**src/rtl/fetch_sequencer_pkg.sv**
```systemverilog
// Shared definitions for the fetch sequencer: FSM encodings, reset PC default
// and small address helpers.
package fetch_sequencer_pkg;

  localparam logic [31:0] RESET_PC_DEFAULT = 32'h0000_3000;
  localparam logic [31:0] PC_STEP          = 32'h0000_0004;

  localparam logic [2:0] ST_FETCH = 3'd0;
  localparam logic [2:0] ST_WAIT  = 3'd1;
  localparam logic [2:0] ST_HOLD  = 3'd2;
  localparam logic [2:0] ST_KILL  = 3'd3;
  localparam logic [2:0] ST_ERR   = 3'd4;

  function automatic logic is_word_aligned(input logic [31:0] addr);
    return (addr[1:0] == 2'b00);
  endfunction

endpackage

```
**src/rtl/fetch_sequencer_pc_reg.sv**
```systemverilog
// Program counter register: synchronous reset to RESET_PC, loads din when load=1.
module pc_reg
  import fetch_sequencer_pkg::*;
#(
  parameter logic [31:0] RESET_PC = RESET_PC_DEFAULT
) (
  input  logic        clock,
  input  logic        reset,
  input  logic        load,
  input  logic [31:0] din,
  output logic [31:0] q
);

  logic [31:0] pc_r;

  // PC storage with synchronous reset
  always_ff @(posedge clock) begin
    if (reset) begin
      pc_r <= RESET_PC;
    end else if (load) begin
      pc_r <= din;
    end
  end

  assign q = pc_r;

endmodule

```
**src/rtl/fetch_sequencer.sv**
```systemverilog
// Single-outstanding instruction fetch sequencer with redirect, stall and a
// sticky misaligned-target error state.
module fetch_sequencer
  import fetch_sequencer_pkg::*;
#(
  parameter logic [31:0] RESET_PC = RESET_PC_DEFAULT
) (
  input  logic        clock,
  input  logic        reset,
  output logic        imem_req,
  output logic [31:0] imem_addr,
  input  logic        imem_ready,
  input  logic        imem_rvalid,
  input  logic [31:0] imem_rdata,
  input  logic        redirect,
  input  logic [31:0] redirect_pc,
  input  logic        stall,
  output logic        inst_valid,
  output logic [31:0] inst,
  output logic [31:0] inst_pc,
  output logic        misalign_err,
  output logic [31:0] fetch_count
);

  logic [2:0]  state_r;
  logic        imem_req_r;
  logic        inst_valid_r;
  logic [31:0] inst_r;
  logic [31:0] inst_pc_r;
  logic        misalign_err_r;
  logic [31:0] fetch_count_r;

  logic [31:0] pc_q_s;
  logic [31:0] pc_plus4_s;
  logic        accept_s;
  logic        redirect_act_s;
  logic        target_ok_s;

  logic [2:0]  base_next_s;
  logic        base_load_s;
  logic        base_capture_s;
  logic        base_consume_s;

  logic [2:0]  next_state_s;
  logic        pc_load_s;
  logic [31:0] pc_din_s;
  logic        capture_s;
  logic        consume_s;
  logic        misalign_set_s;

  pc_reg #(
    .RESET_PC (RESET_PC)
  ) u_pc_reg (
    .clock (clock),
    .reset (reset),
    .load  (pc_load_s),
    .din   (pc_din_s),
    .q     (pc_q_s)
  );

  assign pc_plus4_s     = pc_q_s + PC_STEP;
  // imem_req_r is high exactly when state_r is FETCH, so this is the handshake
  assign accept_s       = (state_r == ST_FETCH) && imem_ready;
  assign redirect_act_s = redirect && (state_r != ST_ERR);
  assign target_ok_s    = is_word_aligned(redirect_pc);

  // Normal FSM progression, ignoring redirect
  always_comb begin
    base_next_s    = state_r;
    base_load_s    = 1'b0;
    base_capture_s = 1'b0;
    base_consume_s = 1'b0;
    case (state_r)
      ST_FETCH: begin
        if (accept_s) begin
          base_next_s = ST_WAIT;
        end else begin
          base_next_s = ST_FETCH;
        end
      end
      ST_WAIT: begin
        if (imem_rvalid) begin
          base_capture_s = 1'b1;
          base_next_s    = ST_HOLD;
        end else begin
          base_next_s = ST_WAIT;
        end
      end
      ST_HOLD: begin
        if (!stall) begin
          base_consume_s = 1'b1;
          base_load_s    = 1'b1;
          base_next_s    = ST_FETCH;
        end else begin
          base_next_s = ST_HOLD;
        end
      end
      ST_KILL: begin
        if (imem_rvalid) begin
          base_next_s = ST_FETCH;
        end else begin
          base_next_s = ST_KILL;
        end
      end
      ST_ERR: begin
        base_next_s = ST_ERR;
      end
      default: begin
        base_next_s = ST_FETCH;
      end
    endcase
  end

  // Redirect overrides the normal progression; a pending response forces KILL
  always_comb begin
    next_state_s   = base_next_s;
    pc_load_s      = base_load_s;
    pc_din_s       = pc_plus4_s;
    capture_s      = base_capture_s;
    consume_s      = base_consume_s;
    misalign_set_s = 1'b0;
    if (redirect_act_s) begin
      capture_s = 1'b0;
      consume_s = 1'b0;
      if (!target_ok_s) begin
        next_state_s   = ST_ERR;
        pc_load_s      = 1'b0;
        misalign_set_s = 1'b1;
      end else begin
        pc_load_s = 1'b1;
        pc_din_s  = redirect_pc;
        if ((state_r == ST_WAIT) || (state_r == ST_KILL) || accept_s) begin
          next_state_s = ST_KILL;
        end else begin
          next_state_s = ST_FETCH;
        end
      end
    end else begin
      pc_din_s = pc_plus4_s;
    end
  end

  // State and output registers; outputs are decoded from the next state
  always_ff @(posedge clock) begin
    if (reset) begin
      state_r        <= ST_FETCH;
      imem_req_r     <= 1'b1;
      inst_valid_r   <= 1'b0;
      inst_r         <= 32'h0000_0000;
      inst_pc_r      <= 32'h0000_0000;
      misalign_err_r <= 1'b0;
      fetch_count_r  <= 32'h0000_0000;
    end else begin
      state_r      <= next_state_s;
      imem_req_r   <= (next_state_s == ST_FETCH);
      inst_valid_r <= (next_state_s == ST_HOLD);
      if (capture_s) begin
        inst_r    <= imem_rdata;
        inst_pc_r <= pc_q_s;
      end
      if (consume_s) begin
        fetch_count_r <= fetch_count_r + 32'h0000_0001;
      end
      if (misalign_set_s) begin
        misalign_err_r <= 1'b1;
      end
    end
  end

  assign imem_req     = imem_req_r;
  assign imem_addr    = pc_q_s;
  assign inst_valid   = inst_valid_r;
  assign inst         = inst_r;
  assign inst_pc      = inst_pc_r;
  assign misalign_err = misalign_err_r;
  assign fetch_count  = fetch_count_r;

endmodule
```
**config.mk**
```make
export PLATFORM = sky130hd
export DESIGN_NAME = fetch_sequencer
export DESIGN_NICKNAME = d
export VERILOG_FILES = /design/src/rtl/fetch_sequencer_pkg.sv /design/src/rtl/fetch_sequencer_pc_reg.sv /design/src/rtl/fetch_sequencer.sv
export SDC_FILE = /design/constraint.sdc
export NUM_CORES = 1
export LEC_CHECK = 0
export ABC_AREA = 1
export BUFFER_PORTS_ARGS = -buffer_cell sky130_fd_sc_hd__buf_2
export CORE_AREA = 2 2 125 127
export DETAILED_ROUTE_END_ITERATION = 10
export DIE_AREA = 0 0 127 129
export GPL_TIMING_DRIVEN = 0
export PLACE_DENSITY_LB_ADDON = 0.05
export SYNTH_ARGS = -nofsm -noshare
export SYNTH_HDL_FRONTEND = slang
export SYNTH_HIERARCHICAL = 1
export SYNTH_SLANG_ARGS = --single-unit
```
**constraint.sdc**
```tcl
create_clock -name clock -period 1.6 [get_ports clock]
set_input_delay 0.08 -clock clock [delete_from_list [all_inputs] [get_ports clock]]
set_output_delay 0.08 -clock clock [all_outputs]
set_load 0.05 [all_outputs]
```
==> flow_summary.ini, run 1 <==
[layout]
final_cells = 1598
area_delta_synth_final_pct = 50.6
insertedDiodeCount = 0
fin_nets = 1469
fin_util_pct = 69.8
drive_above_1_share_pct = 35.4
design_area_um2 = 10500

[timing]
tightest_slew_ns = 0.536
relSlewSlack_pct = 64.3
drv_slew = 0
setup_viol = 29
fin_ws_ns = -0.0604
fin_crit_ns = 1.66
timing.final.crit_share_pct = 104
setup_tns_ns = -0.903
max_freq_ghz = 0.602
finalHoldViolations = 0
rsz0062_at_grt = true
fin_skew_ns = 0.00849

[floorplanning]
io-pin-count = 201
initial_utilization_pct = 46.4
core_area_um2 = 15000
fp.dieArea_um2 = 16400
die_x_um = 127
die_y_um = 129
row_count = 45

[clock_tree]
cts_tree = built
cts_made_buffers = 17
clockBufferDepth = 2
clk-insertion-delay-late_ns = 0.42
clock-root-buffer = clkbuf_16
htree_levels = 4
clk_pin_slew_ns = 0.06
cts_sinks = 134

[power]
p_leak_nw = 4.69
p_sw_share_pct = 30.4
intPower_mw = 6.22
power_frac_clock_pct = 42.1
combPwrFrac_pct = 17.5
peakVddDrop_mv = 0.770
p_sw_mw = 2.71
p_per_area_nw_per_um2 = 854
p_seq_share_pct = 40.4

[placed_design]
place_congestion = 0.964
io_buffers = 200
dp_hpwl_mm = 16.7
placed_cell_area_um2 = 8310
dp.cells = 1488

[status]
status = complete, but fails checks
violations = negative setup slack

[worst_setup_path]
required_ns = 1.92
reg2reg_slack_ns = -0.06
cp-end-kind = flop
crit_path_start_kind = flop
path_class = flop to flop
critPathMaxFanout = 7
worstPathArrival_ns = 1.98

[routing]
vias = 8084
wirelength_mm = 24.5
via_per_inst = 5.06
drc = 0
drt_iter0_drc = 625
ant_nets = 0
dr.pass1.iters = 6
wire_per_inst_um = 15.3

[logic_synthesis]
yosys_register_bits = 134
avgSynthCellArea_um2 = 6.32
synth_top_area_cell = dfxtp_1
ys_async_sr_fraction_pct = 0
netlist_instances = 1100
ys_seq_area_share_pct = 38.6
synth_top_flop_cell = dfxtp_1
yosys-top-cells-count = nand2_1, nor2_1, dfxtp_1, inv_1, o21ai_0
syn_area_um2 = 6950
synth_edf_count = 0
synth_top_area_share_pct = 38.6
synth_cell_types = 30
ys_warn_count = 6
ys_top_cells_by_area = dfxtp_1, nand2_1, nor2_1
syn_nets = 1172

[global_routing]
grt_pass1_vias = 7195
grt_pass1_wl_mm = 35.9
grt_max_degree = 17
grt_antenna_before_repair = 0
overflow = 0
grtUsageTotal_pct = 28.0

[min_path]
min-delay-path-class = input pin to flop

[run]
cap_violations = 0
[per-layer routing]
layer | part of all wire (%) | track usage (%)
met3 | 6.1 | 6.20
met2 | 51 | 49.9
met4 | 3.6 | 11.0
met1 | 40 | 32.9
met5 | 0 | 0
[final cells by class]
| class | count | area [um^2] |
|---|---|---|
| Timing Repair Buffer | 279 | 1880 |
| Sequential cell | 134 | 2800 |
| Clock inverter | 12 | 119 |
| Inverter | 114 | 440 |
| Buffer | 41 | 383 |
| Clock buffer | 20 | 447 |
| Multi-Input combinational cell | 810 | 4150 |
| Tap cell | 188 | 235 |
| Fill cell | 1311 | 4520 |
[through the flow]
stage                     hold slack (ns)  power [mW]  worst slack (ns)
after floorplan                     0.149        4.53           0.00213
after global placement              0.330        4.90            -0.371
after detailed placement            0.336        4.91            -0.358
after CTS                          0.0460        8.78           -0.0143
after global routing               0.0954        9.25            -0.156
final                              0.0566        8.93           -0.0604
[timing repair]
action	in CTS	in global routing
setup endpoints to repair	50	109
hold buffers	35	0
endpoints found under the hold margin	35	0
buffers inserted	18	18
pin swaps	6	66
cloned	1	7
gates resized for setup	49	211
[worst paths after layout]
kind	from	cells after the start	endpoint
min reg2reg	misalign_err$_SDFFE_PP0P_	2	misalign_err$_SDFFE_PP0P_
max reg2reg	state_r[1]$_SDFF_PP0_	13	u_pc_reg/q[28]$_SDFFE_PP0P_
max	state_r[1]$_SDFF_PP0_	13	u_pc_reg/q[28]$_SDFFE_PP0P_
min	redirect_pc[29]	7	u_pc_reg/q[29]$_SDFFE_PP0P_
[cell families after synthesis]
family,Yosys count,share of synthesized area [%]
DFF,134,38.6
buffers and inverters,156,9.91
xor gates and xnor gates,20,2.52
and+or+nand+nor,661,39.3
adders and majority gates,2,0.360
AOI/OAI and AO/OA,127,9.26
[power by group through the flow]
stage,registers [mW],clock network [mW],logic (mW)
6_report,3.61,3.76,1.56
5_1_grt,3.62,3.95,1.68
4_1_cts,3.60,3.79,1.39
3_5_place_dp,3.67,0,1.25
3_3_place_gp,3.67,0,1.24
2_1_floorplan,4.02,0,0.511
[state kept, by name, indices dropped and copies added (netlist names)]
signal,cells
fetch_count,32
inst,32
inst_pc,32
u_pc_reg/q,32
state_r,3
imem_req,1
inst_valid,1
misalign_err,1
[worst max-delay path: stages, from the launching register on]
cell,delay [ns]
dfxtp_4,0.37
nor2_4,0.04
nand2_2,0.08
nand2_4,0.09
nor2_4,0.16
inv_4,0.08
buf_8,0.12
nand2_2,0.05
buf_6,0.13
buf_12,0.13
buf_8,0.14
nand2_1,0.07
nand2_1,0.06
nor2_1,0.04
[layout by cell type, fill, tap and decap left out, drive strengths merged]
master / n
or2: 9
buf: 265
xnor2: 14
and2: 2
a21oi: 32
bufbuf: 1
nor2: 288
clkbuf: 39
nand2: 282
bufinv: 1
inv: 119
o21ai: 91
xor2: 6
a31oi: 2
dlygate4sd3: 35
nand3b: 11
ha: 2
nor3: 9
nand4: 7
dfxtp: 134
clkinv: 4
clkinvlp: 2
nand3: 53
o21bai: 2
No activity file was read; power rests on OpenSTA's default activity.
==> run 2, diff against run 1 <==
--- a/config.mk
+++ b/config.mk
@@ -7,9 +7,11 @@
 export LEC_CHECK = 0
 export ABC_AREA = 1
 export BUFFER_PORTS_ARGS = -buffer_cell sky130_fd_sc_hd__buf_2
-export CORE_AREA = 2 2 125 127
+export CELL_PAD_IN_SITES_DETAIL_PLACEMENT = 0
+export CELL_PAD_IN_SITES_GLOBAL_PLACEMENT = 2
+export CORE_AREA = 2 2 174 176
 export DETAILED_ROUTE_END_ITERATION = 10
-export DIE_AREA = 0 0 127 129
+export DIE_AREA = 0 0 176 178
 export GPL_TIMING_DRIVEN = 0
 export PLACE_DENSITY_LB_ADDON = 0.05
 export SYNTH_ARGS = -nofsm -noshare
==> run 2 against run 1 <==
Compared with the run above: the flow still finishes with violations (negative setup slack); wire length is 25% higher; first-iteration DRC count is 43% lower; final area is 8.3% higher; hold slack worse by 0.027 ns.
==> flow_summary.ini, run 2 (synthesis results as in run 1) <==
[routing]
dr.pass1.iters = 5
via_per_inst = 4.30
wirelength_mm = 30.6
wire_per_inst_um = 16.8
vias = 7871
drt_iter0_drc = 356
ant_nets = 0
drc = 0

[timing]
finalHoldViolations = 0
relSlewSlack_pct = 43.8
fin_ws_ns = -0.0719
drv_slew = 0
setup_viol = 39
tightest_slew_ns = 0.842
fin_crit_ns = 1.67
timing.final.crit_share_pct = 104
max_freq_ghz = 0.598
rsz0062_at_grt = true
setup_tns_ns = -1.52
fin_skew_ns = 0.0131

[run]
cap_violations = 0

[clock_tree]
cts_sinks = 134
htree_levels = 4
clock-root-buffer = clkbuf_16
clk-insertion-delay-late_ns = 0.43
clk_pin_slew_ns = 0.07
cts_made_buffers = 17
cts_tree = built
clockBufferDepth = 2

[power]
p_per_area_nw_per_um2 = 843
intPower_mw = 6.43
p_leak_nw = 4.99
peakVddDrop_mv = 0.628
p_seq_share_pct = 37.7
power_frac_clock_pct = 44.3
p_sw_mw = 3.11
combPwrFrac_pct = 18.0
p_sw_share_pct = 32.6

[placed_design]
dp.cells = 1690
io_buffers = 200
place_congestion = 0.776
dp_hpwl_mm = 22.6

[global_routing]
grtUsageTotal_pct = 19.3
overflow = 0
grt_pass1_wl_mm = 45.3
grt_max_degree = 17
grt_pass1_vias = 7611
grt_antenna_before_repair = 0

[worst_setup_path]
worstPathArrival_ns = 2.00
r2r-start = state_r[2]$_SDFF_PP0_
crit_path_start_kind = flop
crit_start = state_r[2]$_SDFF_PP0_
cp-end-kind = flop
critPathMaxFanout = 10
path_class = flop to flop
required_ns = 1.92

[layout]
final_common_cell = nand2_1
insertedDiodeCount = 0
nFillCells = 3257
fin_nets = 1498
final_cells = 1829
area_delta_synth_final_pct = 63.0
drive_above_1_share_pct = 39.9
final_cell_mix = nand2_1, nor2_1, buf_2

[floorplanning]
die_x_um = 176
core_area_um2 = 29400
io-pin-count = 201
fp.dieArea_um2 = 31300
die_y_um = 178
initial_utilization_pct = 23.6
row_count = 63

[min_path]
min-delay-path-class = input pin to flop
holdCritStartpoint = redirect_pc[13]

[status]
status = complete, but fails checks
violations = negative setup slack
run 2: critical path, stage by stage, from the launching register on:
cell and delay [ns]:
dfxtp_4 0.37, inv_4 0.07, nand3_2 0.07, nor2_4 0.17, nand2_4 0.08, buf_12 0.14
buf_12 0.12, nand2_8 0.08, buf_12 0.16, buf_12 0.14, nand2_1 0.06, nand2_1 0.06
nor2_1 0.04
run 2: routing by layer:
| layer | global-route usage (%) | wire (um) | vias to the layer above |
|---|---|---|---|
| met3 | 3.03 | 905 | 14 |
| met1 | 24.2 | 13900 | 3643 |
| li1 | - | - | 4076 |
| met4 | 3.79 | 293 | 0 |
| met2 | 35.2 | 15500 | 138 |
| met5 | 0 | 0 | - |
run 2: worst paths after layout:
check	end	depth (start not counted)	slack, ns
setup / recovery	u_pc_reg/q[2]$_SDFFE_PP0P_	12	-0.07
hold / removal	u_pc_reg/q[13]$_SDFFE_PP1P_	5	0.03
setup reg to reg	u_pc_reg/q[2]$_SDFFE_PP0P_	12	-0.07
hold reg to reg	misalign_err$_SDFFE_PP0P_	2	0.46
run 2: final cells by class:
type | count | area, um^2 | area share (%)
Sequential cell | 134 | 2810 | 24.8
Multi-Input combinational cell | 810 | 4330 | 38.2
Buffer | 42 | 495 | 4.38
Clock inverter | 14 | 171 | 1.51
Inverter | 114 | 443 | 3.91
Timing Repair Buffer | 307 | 2140 | 18.9
Tap cell | 390 | 488 | 4.31
Clock buffer | 18 | 450 | 3.98
run 2: timing repair:
action | 4_1_cts | 5_1_grt
buffers inserted | 37 | 27
hold buffers | 34 | 0
cloned | 5 | 5
resized for setup | 143 | 221
endpoints found under the hold margin | 34 | 0
pin swaps | 18 | 74
setup endpoints to repair | 73 | 122
run 2: stage by stage:
stage / total power [mW] / utilization [%] / area (um^2) / hold WS, ns / setup slack [ns]
floorplan: 4.53 / - / 7080 / 0.149 / 0.00213
global placement: 4.99 / 29.1 / 8570 / 0.329 / -0.450
detailed placement: 4.99 / 29.1 / 8570 / 0.340 / -0.458
CTS: 9.52 / 35.3 / 10400 / 0.00588 / -0.0538
global route: 9.95 / 38.5 / 11300 / 0.0462 / -0.147
finish: 9.55 / 38.5 / 11300 / 0.0297 / -0.0719
run 2: power by group through the flow:
stage	sequential, mW	clock [mW]	combinational, mW
floorplan	4.02	0	0.511
global placement	3.69	0	1.30
detailed placement	3.69	0	1.30
CTS	3.60	4.35	1.57
global route	3.62	4.46	1.87
finish	3.60	4.23	1.72
==> run 3, diff against run 2 <==
--- a/config.mk
+++ b/config.mk
@@ -14,6 +14,7 @@
 export DIE_AREA = 0 0 176 178
 export GPL_TIMING_DRIVEN = 0
 export PLACE_DENSITY_LB_ADDON = 0.05
+export SETUP_SLACK_MARGIN = 0.02
 export SYNTH_ARGS = -nofsm -noshare
 export SYNTH_HDL_FRONTEND = slang
 export SYNTH_HIERARCHICAL = 1
==> run 3 against run 2 <==
Compared with the run above: the run still ends with negative setup slack left; critical endpoint is now u_pc_reg/q[18]$_SDFFE_PP0P_; maximum frequency is 1.1% lower; non-clock buffer count is 20 lower; register-to-register slack worse by 0.02 ns; highest routed layer unchanged.
==> flow_summary.ini, run 3 (synthesis results as in run 1) <==
[status]
status = complete, but fails checks
violations = negative setup slack

[placed_design]
place_congestion = 0.817
io_buffers = 200
dp_hpwl_mm = 22.2
dp.cells = 1690

[clock_tree]
clockBufferDepth = 2
clk_pin_slew_ns = 0.07
clk-insertion-delay-late_ns = 0.43
cts_sinks = 134
cts_made_buffers = 17
htree_levels = 4
cts_tree = built
clock-root-buffer = clkbuf_16

[worst_setup_path]
cp_slowest_stage_delay_ns = 0.36
critical_path.cell_chain = nor2_4 > nand2_2 > nand2_4 > nand2_4 > buf_12 > buf_12 > nand2_8 > buf_12 > clkbuf_16 > nand2_1 > nand2_1 > nor2_1
crit_path_start_kind = flop
crit_top_cell = buf_12
required_ns = 1.92
cpLargestDelayFamily = simple AND/OR/NAND/NOR gates
worstPathArrival_ns = 2.01
path_buf_inv = 4
critPathMaxFanout = 7
cp-end-kind = flop
crit_slowest_cell = dfxtp_4
path_class = flop to flop

[floorplanning]
die_x_um = 176
row_count = 63
fp.dieArea_um2 = 31300
core_area_um2 = 29400
die_y_um = 178
io-pin-count = 201
initial_utilization_pct = 23.6

[global_routing]
overflow = 0
grt_pass1_wl_mm = 44.2
grt_antenna_before_repair = 0
grt_max_degree = 17
grtUsageTotal_pct = 18.9
grt_pass1_vias = 7483

[routing]
drt_iter0_drc = 264
vias = 7678
via_per_inst = 4.24
ant_nets = 0
wirelength_mm = 29.6
dr.pass1.iters = 4
drc = 0
wire_per_inst_um = 16.4

[layout]
multiInputGateArea_um2 = 4090
nFillCells = 3313
fin_util_pct = 36.5
fin_nets = 1478
seq_area_um2 = 2810
insertedDiodeCount = 0
final_cell_mix = nor2_1, nand2_1, buf_2
final_common_cell = nor2_1
area_delta_synth_final_pct = 54.4
drive_above_1_share_pct = 35.4
final_cells = 1809

[timing]
relSlewSlack_pct = 50.0
fin_ws_ns = -0.0902
fin_crit_ns = 1.69
timing.final.crit_share_pct = 106
finalHoldViolations = 0
tightest_slew_ns = 0.749
holdWs_ns = 0.0458
fin_skew_ns = 0.0151
max_freq_ghz = 0.592
drv_slew = 0
setup_tns_ns = -2.24
setup_viol = 62
rsz0062_at_grt = true

[power]
total_power_mw = 9.14
p_leak_nw = 4.69
peakVddDrop_mv = 0.644
p_per_area_nw_per_um2 = 852

[run]
cap_violations = 0

[min_path]
min-delay-path-class = input pin to flop
## run 3: changes by cell type in the layout (fill, tap and decap cells not counted), moves of 12 or more
cell,before,now
o21ai_0,48,76
nor2_1,212,235
nor2_2,46,30
o21ai_2,20,5
a21oi_1,19,32
a21oi_2,13,0
buf_4,53,41
o21ai_1,22,10
## run 3: worst min-delay path: stages
cell     delay (ns)
buf_2          0.08
nand2_1        0.05
nand2_1        0.06
inv_1          0.04
nand2_2        0.04
nand2_1        0.04
nor2_1         0.06
## run 3: final timing paths
check | from | endpoint | slack [ns] | cells past startpoint
worst max-delay path | state_r[1]$_SDFF_PP0_ | u_pc_reg/q[18]$_SDFFE_PP0P_ | -0.09 | 12
worst min-delay path | redirect_pc[3] | u_pc_reg/q[3]$_SDFFE_PP0P_ | 0.05 | 7
worst max register to register | state_r[1]$_SDFF_PP0_ | u_pc_reg/q[18]$_SDFFE_PP0P_ | -0.09 | 12
worst min register to register | misalign_err$_SDFFE_PP0P_ | misalign_err$_SDFFE_PP0P_ | 0.45 | 2
## run 3: what timing repair did
item | 4_1_cts | 5_1_grt
endpoints found under the hold margin | 35 | 0
cloned | 4 | 2
pin swaps | 20 | 34
hold buffers | 35 | 0
resized for setup | 122 | 126
setup buffers | 31 | 16
endpoints found under the setup margin | 75 | 128
## run 3: metrics by stage
step | worst slack, ns | instance area (um^2)
detailed placement | -0.383 | 8580
finish | -0.0902 | 10700
floorplan | 0.0119 | 7090
global route | -0.178 | 10700
global placement | -0.410 | 8580
CTS | -0.0738 | 10200
## run 3: report_power, final
part,switching [mW],internal (mW),leakage [nW],total (mW)
Combinational,1.01,0.568,3.30,1.58
Clock,1.87,2.09,0.281,3.96
Sequential,0.154,3.44,1.11,3.60
## run 3: layout make-up
cell class	count	share of cell area [%]
flip-flops and latches	134	26.2
repair buffers	288	17.7
multi-input cells	810	38.1
clock buffers	17	3.97
well taps	390	4.55
plain buffers	41	3.94
inverters	114	4.11
clock inverters	15	1.44
## run 3: metal layers
layer / vias up / GRT usage [%] / share of wire [%]
li1: 4022 / - / -
met1: 3498 / 23.4 / 44
met2: 134 / 34.6 / 52
met3: 24 / 2.79 / 2.9
met4: 0 / 4.24 / 1.3
met5: - / 0 / 0
